### src/rtl/mc_control_fsm.sv
// Main control FSM of the multicycle MIPS core: Moore decode of all datapath enables and selects.
// Optional MC_ILLEGAL_OP_TRAP_EN sends unknown opcodes to a sticky HALT state instead of FETCH.
module mc_control_fsm #(
  parameter int unsigned STATE_W = 4
) (
  input  logic               clk_i,
  input  logic               reset_i,
  input  logic [5:0]         opcode_i6,
  input  logic               zero_i,
  output logic               pc_we_o,
  output logic               instr_or_data_o,
  output logic               instr_we_o,
  output logic               mem_we_o,
  output logic               enable_wrf_o,
  output logic               reg_dst_o,
  output logic               mem_to_reg_o,
  output logic               a_alu_input_o,
  output logic [1:0]         b_alu_input_o2,
  output logic [1:0]         alu_alt_ctrl_o2,
  output logic [1:0]         pc_src_o2,
  output logic               halted_o,
  output logic [STATE_W-1:0] state_o
);

  typedef enum logic [3:0] {
    StFetch  = 4'd0,
    StDecode = 4'd1,
    StMemAdr = 4'd2,
    StMemRd  = 4'd3,
    StMemWb  = 4'd4,
    StMemWr  = 4'd5,
    StExec   = 4'd6,
    StAluWb  = 4'd7,
    StBranch = 4'd8,
    StAddiEx = 4'd9,
    StAddiWb = 4'd10,
    StJump   = 4'd11,
    StHalt   = 4'd12
  } state_e;

  localparam logic [5:0] OpRtype = 6'b000000;
  localparam logic [5:0] OpJ     = 6'b000010;
  localparam logic [5:0] OpBeq   = 6'b000100;
  localparam logic [5:0] OpAddi  = 6'b001000;
  localparam logic [5:0] OpLw    = 6'b100011;
  localparam logic [5:0] OpSw    = 6'b101011;

  state_e state_q, state_d;

  always_ff @(posedge clk_i or posedge reset_i) begin
    if (reset_i) begin
      state_q <= StFetch;
    end else begin
      state_q <= state_d;
    end
  end

  always_comb begin
    state_d = StFetch;
    case (state_q)
      StFetch:  state_d = StDecode;
      StDecode: begin
        case (opcode_i6)
          OpLw, OpSw: state_d = StMemAdr;
          OpRtype:    state_d = StExec;
          OpBeq:      state_d = StBranch;
          OpAddi:     state_d = StAddiEx;
          OpJ:        state_d = StJump;
`ifdef MC_ILLEGAL_OP_TRAP_EN
          default:    state_d = StHalt;
`else
          default:    state_d = StFetch;
`endif
        endcase
      end
      // IR is only written in FETCH, so the opcode is still valid here.
      StMemAdr: state_d = (opcode_i6 == OpSw) ? StMemWr : StMemRd;
      StMemRd:  state_d = StMemWb;
      StExec:   state_d = StAluWb;
      StAddiEx: state_d = StAddiWb;
`ifdef MC_ILLEGAL_OP_TRAP_EN
      StHalt:   state_d = StHalt;
`endif
      default:  state_d = StFetch;
    endcase
  end

  always_comb begin
    pc_we_o         = 1'b0;
    instr_or_data_o = 1'b0;
    instr_we_o      = 1'b0;
    mem_we_o        = 1'b0;
    enable_wrf_o    = 1'b0;
    reg_dst_o       = 1'b0;
    mem_to_reg_o    = 1'b0;
    a_alu_input_o   = 1'b0;
    b_alu_input_o2  = 2'b00;
    alu_alt_ctrl_o2 = 2'b00;
    pc_src_o2       = 2'b00;
    halted_o        = 1'b0;
    case (state_q)
      StFetch: begin
        instr_we_o     = 1'b1;
        b_alu_input_o2 = 2'b01;
        pc_we_o        = 1'b1;
      end
      StDecode: b_alu_input_o2 = 2'b11;
      StMemAdr, StAddiEx: begin
        a_alu_input_o  = 1'b1;
        b_alu_input_o2 = 2'b10;
      end
      StMemRd: instr_or_data_o = 1'b1;
      StMemWb: begin
        enable_wrf_o = 1'b1;
        mem_to_reg_o = 1'b1;
      end
      StMemWr: begin
        instr_or_data_o = 1'b1;
        mem_we_o        = 1'b1;
      end
      StExec: begin
        a_alu_input_o   = 1'b1;
        alu_alt_ctrl_o2 = 2'b10;
      end
      StAluWb: begin
        enable_wrf_o = 1'b1;
        reg_dst_o    = 1'b1;
      end
      // Branch-taken PC write is the only combinational input-to-output path.
      StBranch: begin
        a_alu_input_o   = 1'b1;
        alu_alt_ctrl_o2 = 2'b01;
        pc_src_o2       = 2'b01;
        pc_we_o         = zero_i;
      end
      StAddiWb: enable_wrf_o = 1'b1;
      StJump: begin
        pc_src_o2 = 2'b10;
        pc_we_o   = 1'b1;
      end
`ifdef MC_ILLEGAL_OP_TRAP_EN
      StHalt: halted_o = 1'b1;
`endif
      default: ;
    endcase
  end

  assign state_o = STATE_W'(state_q);

endmodule

### config.mk
export PLATFORM = sky130hd
export DESIGN_NAME = mc_control_fsm
export DESIGN_NICKNAME = d
export VERILOG_FILES = /design/src/rtl/mc_control_fsm.sv
export SDC_FILE = /design/constraint.sdc
export NUM_CORES = 1
export LEC_CHECK = 0
export ABC_AREA = 1
export BUFFER_PORTS_ARGS = -buffer_cell sky130_fd_sc_hd__buf_2
export CAP_MARGIN = 20
export CORE_AREA = 2 2 39 41
export CTS_BUF_LIST = sky130_fd_sc_hd__clkbuf_4 sky130_fd_sc_hd__clkbuf_8 sky130_fd_sc_hd__clkbuf_16
export DETAILED_ROUTE_END_ITERATION = 7
export DIE_AREA = 0 0 41 43
export GPL_ROUTABILITY_DRIVEN = 0
export GPL_TIMING_DRIVEN = 0
export PLACE_DENSITY_LB_ADDON = 0.2
export SLEW_MARGIN = 20
export SYNTH_ARGS = -nofsm -noshare
export SYNTH_HDL_FRONTEND = slang
export SYNTH_SLANG_ARGS = --single-unit
### constraint.sdc
create_clock -name clk_i -period 0.95 [get_ports clk_i]
set_input_delay 0.1425 -clock clk_i [delete_from_list [all_inputs] [get_ports clk_i]]
set_output_delay 0.1425 -clock clk_i [all_outputs]
set_load 0.01 [all_outputs]
; ---- Yosys cells after proc, flatten, opt, wreduce, memory -nomap -nowiden
; Cells that the tools add are included.
; W data, S select, Z words.
[totals]
latch_bits = 0
mem_count = 0
romBits = 0
input_bits = 9
wordCells = 39
output_inout_bits = 19
ram_bits = 0
reg_bits = 4
[op_classes]
order_cmp = 0
div = 0
n_eq_ne = 16
n_shift = 0
n_reduce_logical = 8
n_bitwise = 0
n_mul = 0
n_mux = 14
addsub = 0
[op_table]
columns = op, n
row1 = $pmux W4 S6, 1
row2 = $pmux W4 S5, 1
row3 = $eq A4 B3 Y1 const B, 4
row4 = $eq A4 B4 Y1 const B, 4
row5 = $eq A6 B6 Y1 const B, 2
row6 = $eq A4 B2 Y1 const B, 2
row7 = $pmux W2 S2, 2
row8 = $reduce_or A2 Y1, 4
row9 = $mux W1, 7
row10 = $eq A6 B2 Y1 const B, 1
row11 = $eq A6 B3 Y1 const B, 1
row12 = $eq A6 B4 Y1 const B, 1
row13 = $logic_not A6 Y1, 1
row14 = $pmux W2 S3, 1
row15 = $eq A4 B1 Y1 const B, 1
row16 = $logic_not A4 Y1, 1
row17 = $reduce_or A4 Y1, 1
row18 = $mux W3, 1
row19 = $reduce_or A3 Y1, 1
row20 = $pmux W1 S2, 1

; ---- Longest topological paths before layout
; Gate-level depths: netlist (run 1).
[logic_depth]
word_depth = 4
ltp_mapped = 7
mapped_depth_nobuf = 7

; ---- Worst setup path after synthesis (run 1)
; OpenSTA, ideal clock, no wires.
[synth_timing]
path_kind = register to output
from = register state_q[0], in the netlist state_o[0]
to = output port enable_wrf_o
required_ns = 0.808
arrival_ns = 1.066
path_stages_with_launch = 6
path_buffers = 0
slack_ns = -0.258
path_cell_list = dfrtp_1 inv_1 nand2_1 nor2_1 nor2_1 o21ai_0
[synth_between]
elab_chain_len = 3
elab_cells_between_ends = 5
cone_classes = 3 x eq/ne / 1 x mux / 1 x reduce/logical
[synth_rtl]
columns = item, line
row1 = from (decl), 48  ; state_e state_q, state_d;
row2 = from (signal assigned), 52  ; state_q <= StFetch;
row3 = from (signal assigned), 54  ; state_q <= state_d;
row4 = $eq A4 B3 Y1 or $eq A4 B4 Y1 (tied branches), 101  ; case (state_q)
row5 = $reduce_or A3 Y1 (no source line) (*), --
row6 = $mux W1 (*), 101
row7 = to (decl), 14  ; output logic enable_wrf_o,
; Mark *: on every way between the ends. The rest lies on a longest branch, timed or not.

; ---- Worst setup path after layout (run 1)
[layout_timing]
from = register state_q[2], in the netlist state_o[2]
to = output port enable_wrf_o
; Same word-level chain as after synthesis.

==> impl_metrics.ini, run 1 <==
[power]
p_clk_share_pct = 12.2
p_comb_share_pct = 72.8
irDropWorstVdd_uv = 1240
p_switching_w = 0.00104
power.leakage_nw = 0.484
cellPowerDensity_nw_per_um2 = 2430
swShare_pct = 47.6
seqPwrFrac_pct = 15.1
power.internal_w = 0.00115

[detailed_routing]
wl_um = 1550
drc = 0
postRouteAntennaNets = 0
num_vias = 661
avgViaCountPerCell = 4.59
detail_route.wl_per_cell_um = 10.8
dr.pass1.iters = 4
first_iter_violations = 14

[grt]
grt_usage_pct = 18.4
gr-usage-met2_pct = 31.3
antenna_found_initial = 0
grt_max_degree = 7
grt_pass1_wl_um = 2190
first_global_vias = 567
grtUsageMet3_pct = 3.14
grt_util_met1_pct = 18.9
grt.busiest_layer = met2
globalRouteOverflowTotal = 0

[synth]
synthArstFlopShare_pct = 100
synth.cell_area_um2 = 434
yosysWarnings = 0
synth_edf_count = 0
ys_types = 15
avgSynthCellArea_um2 = 5.23
yosysTopAreaCell = dfrtp_1
synthTopCellsByArea = dfrtp_1 (23%), nor2_1 (20%), nand2_1 (17%)
yosys_most_used_dff = dfrtp_1
synth_top_area_share_pct = 23.1
synth.most_common_cell = nor2_1
synth-seq-area-share_pct = 23.1
synth-seq-cells = 4
synthesis.nets = 92
synth_commonest_cells = nor2_1 (23), nand2_1 (20), inv_1 (14)
syn_inst = 83

[critical_path]
worstSetupStartpointType = register
startpoint = state_o[2]
critPathRequiredTime_ns = 0.81
critPathCaptureType = output port
timing.rr.start = state_o[1]
crit_arrival_ns = 1.31
critical_path_class = register to output port
ff2ff_setup_slack_ns = -0.24
cp_max_fo = 3

[finish]
final_cell_area_um2 = 902
final_util_pct = 65.2
n_antenna_cell = 0
largest_reg_flops = 4
area_delta_synth_final_pct = 108
drive_gt1_share_pct = 60.9
layout.nets = 138
final_cells = 144

[sta]
final-max-slew-violation-count = 0
finalHoldViolCount = 0
rsz0062_at_grt = yes
finClkSkew_ns = 0.00580
finalSetupViolCount = 22
fin_setup_tns_ns = -6.97
fin_ws_ns = -0.503
fin_crit_sh_pct = 153
fin_crit_ns = 1.45
fmax_mhz = 688

[clocking]
cts_root_buf = clkbuf_4
clk_pin_slew_ns = 0.04
htree_levels = 1
worstSkewPairLatency_ns = 0.24
tritoncts = yes
clock_sinks = 4
cts-buffers-inserted = 3
clk_path_buf_depth = 2

[hold_path]
min_path_type = input pin to register
hold_start = opcode_i6[2]

[placed_design]
dpl_cell_area_um2 = 628
dp_cells = 125
io_buffers = 26
dpl.hpwl_um = 964

[floorplanning]
start_util_pct = 31.4
die_h_um = 43
ioPinCount = 28
die-area_um2 = 1760
rows = 14
chipWidth_um = 41
coreArea_um2 = 1380

[job]
maxCapViolations = 0

[run_status]
status = finished with violations
violations = negative setup slack
## logic make-up after synthesis
group	Yosys count	share of synthesized area [%]
AO/OA/AOI/OAI	10	11.5
buffers and inverters	16	14.7
flip-flops	4	23.1
other	1	0.864
AND/OR/NAND/NOR	52	49.9
## metrics by stage
stage | worst slack, ns | power [W] | hold WS, ns
final | -0.503 | 0.00219 | 0.285
after global routing | -0.568 | 0.00235 | 0.327
after CTS | -0.444 | 0.00202 | 0.283
after detailed placement | -0.250 | 0.00136 | 0.0280
after global placement | -0.259 | 0.00134 | 0.0208
after floorplan | -0.153 | 0.00103 | -0.0916
## routing by layer
metal  vias up  part of all wire, %
li1        340                    -
met1       287                   36
met2        28                   56
met3         6                  5.6
met4         0                  2.8
met5         -                    0
## final cells by class
cell class	count	area, µm²
plain buffers	1	7.51
clock buffers	4	30.0
fillers	112	482
inverters	15	63.8
multi-input cells	63	379
flip-flops and latches	4	104
well taps	16	20.0
repair buffers	41	298
## worst paths after layout
path                                end  cells past startpoint
setup / recovery           enable_wrf_o                      7
hold / removal               state_o[1]                      5
setup reg to reg             state_o[1]                      6
hold reg to reg              state_o[1]                      4
max in group asynchronous    state_o[3]                      3
min in group asynchronous    state_o[1]                      3
## cells in the final DEF (no fill, tap or decap), drive strengths merged
cell type and n:
dfrtp 4, nand2 21, clkbuf 4, inv 15
a21oi 3, nor2 25, nand3 5, buf 41
nand4 1, dlygate4sd3 1, conb 1, o21ai 7
## worst max-delay path, cell delays in order (launching register included)
cell     delay (ns)
dfrtp_1        0.37
inv_2          0.09
nor2_4         0.17
inv_4          0.07
nor2_4         0.13
nor2_2         0.05
o21ai_2        0.05
buf_2          0.14
## power by group through the flow
stage                     clock, W  sequential (W)  combinational, W
after detailed placement         0        0.000311           0.00105
final                     0.000267        0.000330           0.00159
after floorplan                  0        0.000325          0.000701
after global routing      0.000283        0.000341           0.00173
after CTS                 0.000271        0.000316           0.00143
after global placement           0        0.000311           0.00103
## repair_timing
action | CTS | global route
buffers inserted | 11 | 4
pin swaps | 11 | 6
endpoints found under the setup margin | 20 | 22
gates resized for setup | 18 | 16
hold endpoints to repair | 4 | 0
hold buffers | 1 | 0
Note: power is estimated with default switching activity, not from simulation.
==> inputs of run 2 (changes only) <==
- CTS_BUF_LIST: sky130_fd_sc_hd__clkbuf_4 sky130_fd_sc_hd__clkbuf_8 sky130_fd_sc_hd__clkbuf_16 -> sky130_fd_sc_hd__clkbuf_16
==> run 2 against run 1 <==
The flow still finishes with violations (negative setup slack); first-iteration DRC count increased by 21%; final cell count is 1.4% higher; fmax is 3.3% lower; flip-flop and latch count unchanged; register-to-register slack is essentially flat; clock skew shrank 0.0030 ns; critical path depth fell by 1; clock-buffer cell count shrank 1; routed wire length is 12% higher; combinational power grew 6%; sequential power increased by 9.1%.
==> impl_metrics.ini, run 2 (synthesis gave the netlist of run 1 again) <==
[floorplanning]
die_h_um = 43
rows = 14
ioPinCount = 28
coreArea_um2 = 1380
die-area_um2 = 1760
start_util_pct = 31.4
chipWidth_um = 41

[finish]
fillers = 110
layout.nets = 140
final_cell_area_um2 = 950
largest_reg_flops = 4
area_delta_synth_final_pct = 119
final_cell_mix = buf_2 (21), nand2_1 (15), nor2_1 (14)
final_common_cell = buf_2
n_antenna_cell = 0
drive_gt1_share_pct = 59.2
final_cells = 146

[grt]
grt_pass1_wl_um = 2220
grt_max_degree = 7
first_global_vias = 580
grt_usage_pct = 18.6
globalRouteOverflowTotal = 0
antenna_found_initial = 0

[critical_path]
startpoint = state_o[2]
crit_chain = inv_2 > nand2_4 > inv_2 > nand3_1 > o21ai_1 > buf_2
cp_max_fo = 5
critPathCaptureType = output port
critical_path.top_delay_family = flip-flops
critical_path_class = register to output port
critPathRequiredTime_ns = 0.81
max_stage_delay_ns = 0.40
crit_slowest_cell = dfrtp_1
path_buf_inv = 3
worstSetupStartpointType = register
crit_arrival_ns = 1.36
timing.rr.start = state_o[1]
path_common_cell = inv_2

[power]
p_clk_share_pct = 24.5
irDropWorstVdd_uv = 1920
seqPwrFrac_pct = 13.4
p_comb_share_pct = 62.2
cellPowerDensity_nw_per_um2 = 2840
total_power_w = 0.00269
p_switching_w = 0.00112
power.internal_w = 0.00157
power.leakage_nw = 0.512
swShare_pct = 41.6

[detailed_routing]
drc = 0
detail_route.wl_per_cell_um = 11.9
wl_um = 1740
postRouteAntennaNets = 0
avgViaCountPerCell = 4.77
dr.pass1.iters = 4
first_iter_violations = 17
num_vias = 697

[clocking]
clk_pin_slew_ns = 0.03
worstSkewPairLatency_ns = 0.22
clk_path_buf_depth = 2
cts-buffers-inserted = 3
htree_levels = 1
cts_root_buf = clkbuf_16
tritoncts = yes
clock_sinks = 4

[job]
maxCapViolations = 0

[sta]
rsz0062_at_grt = yes
fin_crit_sh_pct = 158
final-max-slew-violation-count = 0
fmax_mhz = 665
finalHoldViolCount = 0
finalSetupViolCount = 22
fin_crit_ns = 1.50
finClkSkew_ns = 0.00282
fin_ws_ns = -0.553
fin_setup_tns_ns = -7.38

[placed_design]
dp_cells = 125
dpl_cell_area_um2 = 628
dp_worst_setup_slack_ns = -0.250
dpl.hpwl_um = 964
io_buffers = 26

[run_status]
violations = negative setup slack
status = finished with violations

[hold_path]
min_path_type = input pin to register
hold_start = opcode_i6[2]
run 2: final cells by class:
cell class / instances / area (µm²) / area share [%]
tap: 16 / 20.0 / 2.11
sequential: 4 / 104 / 10.9
inverter: 15 / 63.8 / 6.72
clock buffer: 3 / 75.1 / 7.91
timing repair buffer: 43 / 314 / 33.1
clock inverter: 1 / 3.75 / 0.395
buffer: 1 / 7.51 / 0.791
multi-input combinational: 63 / 362 / 38.1
run 2: power by group through the flow:
stage | clock network [W] | registers, W | logic [W]
final | 0.000660 | 0.000360 | 0.00168
after global routing | 0.000686 | 0.000362 | 0.00180
after CTS | 0.000668 | 0.000320 | 0.00139
after detailed placement | 0 | 0.000311 | 0.00105
after global placement | 0 | 0.000311 | 0.00103
after floorplan | 0 | 0.000325 | 0.000701
run 2: tightest hold or removal path, delay by kind of cell:
kind | cells | cell delay, ns
buffers and inverters | 1 | 0.10
AO/OA/AOI/OAI | 1 | 0.06
AND/OR/NAND/NOR | 3 | 0.20
run 2: what timing repair did:
action | 4_1_cts | 5_1_grt
resized for setup | 15 | 17
endpoints found under the setup margin | 20 | 22
buffers inserted | 10 | 6
hold buffers | 1 | 0
hold endpoints to repair | 4 | 0
pin swaps | 10 | 7
gates cloned | 0 | 0
run 2: worst paths after layout:
path	end	slack [ns]	cells past startpoint
max in group asynchronous	state_o[3]	0.45	3
worst min register to register	state_o[2]	0.74	2
worst max-delay path	instr_or_data_o	-0.55	6
min in group asynchronous	state_o[1]	0.33	3
worst max register to register	state_o[2]	-0.24	6
worst min-delay path	state_o[1]	0.31	5
run 2: metrics by stage:
| stage | hold slack (ns) | util (%) |
|---|---|---|
| 2_1_floorplan | -0.0916 | - |
| 3_3_place_gp | 0.0208 | 45.4 |
| 3_5_place_dp | 0.0280 | 45.4 |
| 4_1_cts | 0.316 | 61.8 |
| 5_1_grt | 0.353 | 68.6 |
| 6_report | 0.310 | 68.6 |
run 2: per-layer routing:
layer	routed length (µm)	part of all wire (%)	vias to the layer above	global-route usage, %
met5	0	0	-	0
met4	21	1.2	0	8.00
met3	84	4.8	4	4.71
met2	960	55	27	34.1
met1	672	39	321	17.8
li1	-	-	345	-
==> inputs of run 3 (changes only) <==
- clock period: 0.95 -> 1.7 ns (I/O delays scaled with it)
==> run 3 against run 2 <==
Via count is 18% lower; flip-flop and latch count stayed put; hold slack better by 0.097 ns; non-clock buffer count is 16 lower; sequential power is 54% lower; total power is 62% lower; the flow now finishes without violations; largest power group unchanged; clock-buffer cell count stayed put; final cell count is 12% lower; critical path depth is 1 higher; routed wire length is 34% lower; register-to-register slack better by 0.82 ns.
==> impl_metrics.ini, run 3 (synthesis gave the netlist of run 1 again) <==
[run_status]
status = completed

[clocking]
worstSkewPairLatency_ns = 0.22
clk_path_buf_depth = 2
htree_levels = 1
cts-buffers-inserted = 3
tritoncts = yes
cts_root_buf = clkbuf_16
clock_sinks = 4
cts_setup_buffers = 0
clk_pin_slew_ns = 0.03

[detailed_routing]
avgViaCountPerCell = 4.42
postRouteAntennaNets = 0
drc = 0
first_iter_violations = 8
detail_route.wl_per_cell_um = 8.88
dr.pass1.iters = 4
num_vias = 570
wl_um = 1150

[critical_path]
max_stage_delay_ns = 0.36
worstSetupEndpoint = enable_wrf_o
critical_path_depth = 7
crit_slowest_cell = dfrtp_1
critical_path_class = register to output port
worstSetupStartpointType = register
path_buf_inv = 3
critPathRequiredTime_ns = 1.44
path_common_cell = nor2_1
critPathCaptureType = output port
timing.rr.start = state_o[2]
rr_endpoint = state_o[1]
cp_max_fo = 4
crit_chain = inv_1 > nor2_1 > inv_1 > nor2_1 > nor2_1 > o21ai_0 > buf_2
startpoint = state_o[2]
crit_arrival_ns = 1.30
ff2ff_setup_slack_ns = 0.58
rr_worst_depth = 6
critical_path.top_delay_family = flip-flops

[power]
cellPowerDensity_nw_per_um2 = 1520
total_power_w = 0.00103
irDropWorstVdd_uv = 858
power.leakage_nw = 0.412

[grt]
grt_usage_pct = 14.6
globalRouteOverflowTotal = 0
first_global_vias = 493
antenna_found_initial = 0
grt_max_degree = 8
grt_pass1_wl_um = 1810

[floorplanning]
ioPinCount = 28
start_util_pct = 31.4
die-area_um2 = 1760
coreArea_um2 = 1380
rows = 14
die_h_um = 43
chipWidth_um = 41

[finish]
largest_reg_flops = 4
n_antenna_cell = 0
layout.nets = 124
final_common_cell = buf_2
area_delta_synth_final_pct = 55.9
final_cell_mix = buf_2 (26), nor2_1 (22), nand2_1 (18)
drive_gt1_share_pct = 32.7
final_cells = 129

[sta]
fin_crit_sh_pct = 91.7
final-max-slew-violation-count = 0
fin_setup_tns_ns = 0
finalHoldViolCount = 0
fin_crit_ns = 1.56
fmax_mhz = 641
rsz0062_at_grt = no
finalSetupViolCount = 0
finClkSkew_ns = 0.00177

[placed_design]
dp_cells = 125
dpl.hpwl_um = 940
io_buffers = 26

[job]
maxCapViolations = 0

[hold_path]
min_path_type = input pin to register
==> run 3: cell count changes in the layout (fill, tap and decap cells not counted), sizes merged <==
| cell | change |
|---|---|
| inv | -1 |
| buf | -16 |
==> run 3: cell type report <==
| type | instances | area (µm²) |
|---|---|---|
| plain buffers | 1 | 7.51 |
| clock buffers | 3 | 75.1 |
| fillers | 152 | 707 |
| inverters | 15 | 56.3 |
| multi-input cells | 63 | 278 |
| flip-flops and latches | 4 | 100 |
| well taps | 16 | 20.0 |
| repair buffers | 27 | 140 |
==> run 3: what timing repair did <==
item	in CTS	in global routing
hold endpoints to repair	4	0
resized for setup	0	3
hold buffers	1	0
endpoints found under the setup margin	0	3
==> run 3: worst register-to-register path: stages, from the launching register on <==
cell and delay (ns):
dfrtp_1 0.39, inv_1 0.12, nor2_1 0.07, nand2_1 0.11
o21ai_1 0.11, a21oi_1 0.13, nand2_1 0.07
==> run 3: metal layers <==
metal / global-route usage [%] / vias up / wire, µm
met5: 0 / - / 0
li1: - / 312 / -
met1: 17.7 / 237 / 531
met2: 23.8 / 21 / 541
met3: 3.14 / 0 / 73
met4: 6.00 / 0 / 0
==> run 3: per-stage QoR <==
stage          worst slack [ns]  hold WS (ns)  util, %  area [µm²]
3_5_place_dp              0.298         0.140     42.2         584
4_1_cts                  0.0673         0.414     48.4         669
6_report                  0.141         0.407     48.9         677
2_1_floorplan             0.379        0.0211        -         434
5_1_grt                  0.0143         0.485     48.9         677
3_3_place_gp              0.317         0.134     42.2         584
==> run 3: worst min-delay path by stage <==
stage,from,endpoint,depth (start not counted)
after CTS,opcode_i6[0],state_o[2],4
after detailed placement,reset_i,state_o[3],2
final,opcode_i6[0],state_o[2],4
after global routing,reset_i,state_o[1],3
after global placement,reset_i,state_o[3],2
after floorplan,reset_i,state_o[0],1
==> run 3: power breakdown <==
part | total (W) | leakage [nW] | switching [W] | internal [W]
Sequential | 0.000166 | 0.0531 | 0.0000415 | 0.000124
Combinational | 0.000506 | 0.322 | 0.000318 | 0.000188
Clock | 0.000360 | 0.0370 | 0.0000600 | 0.000300
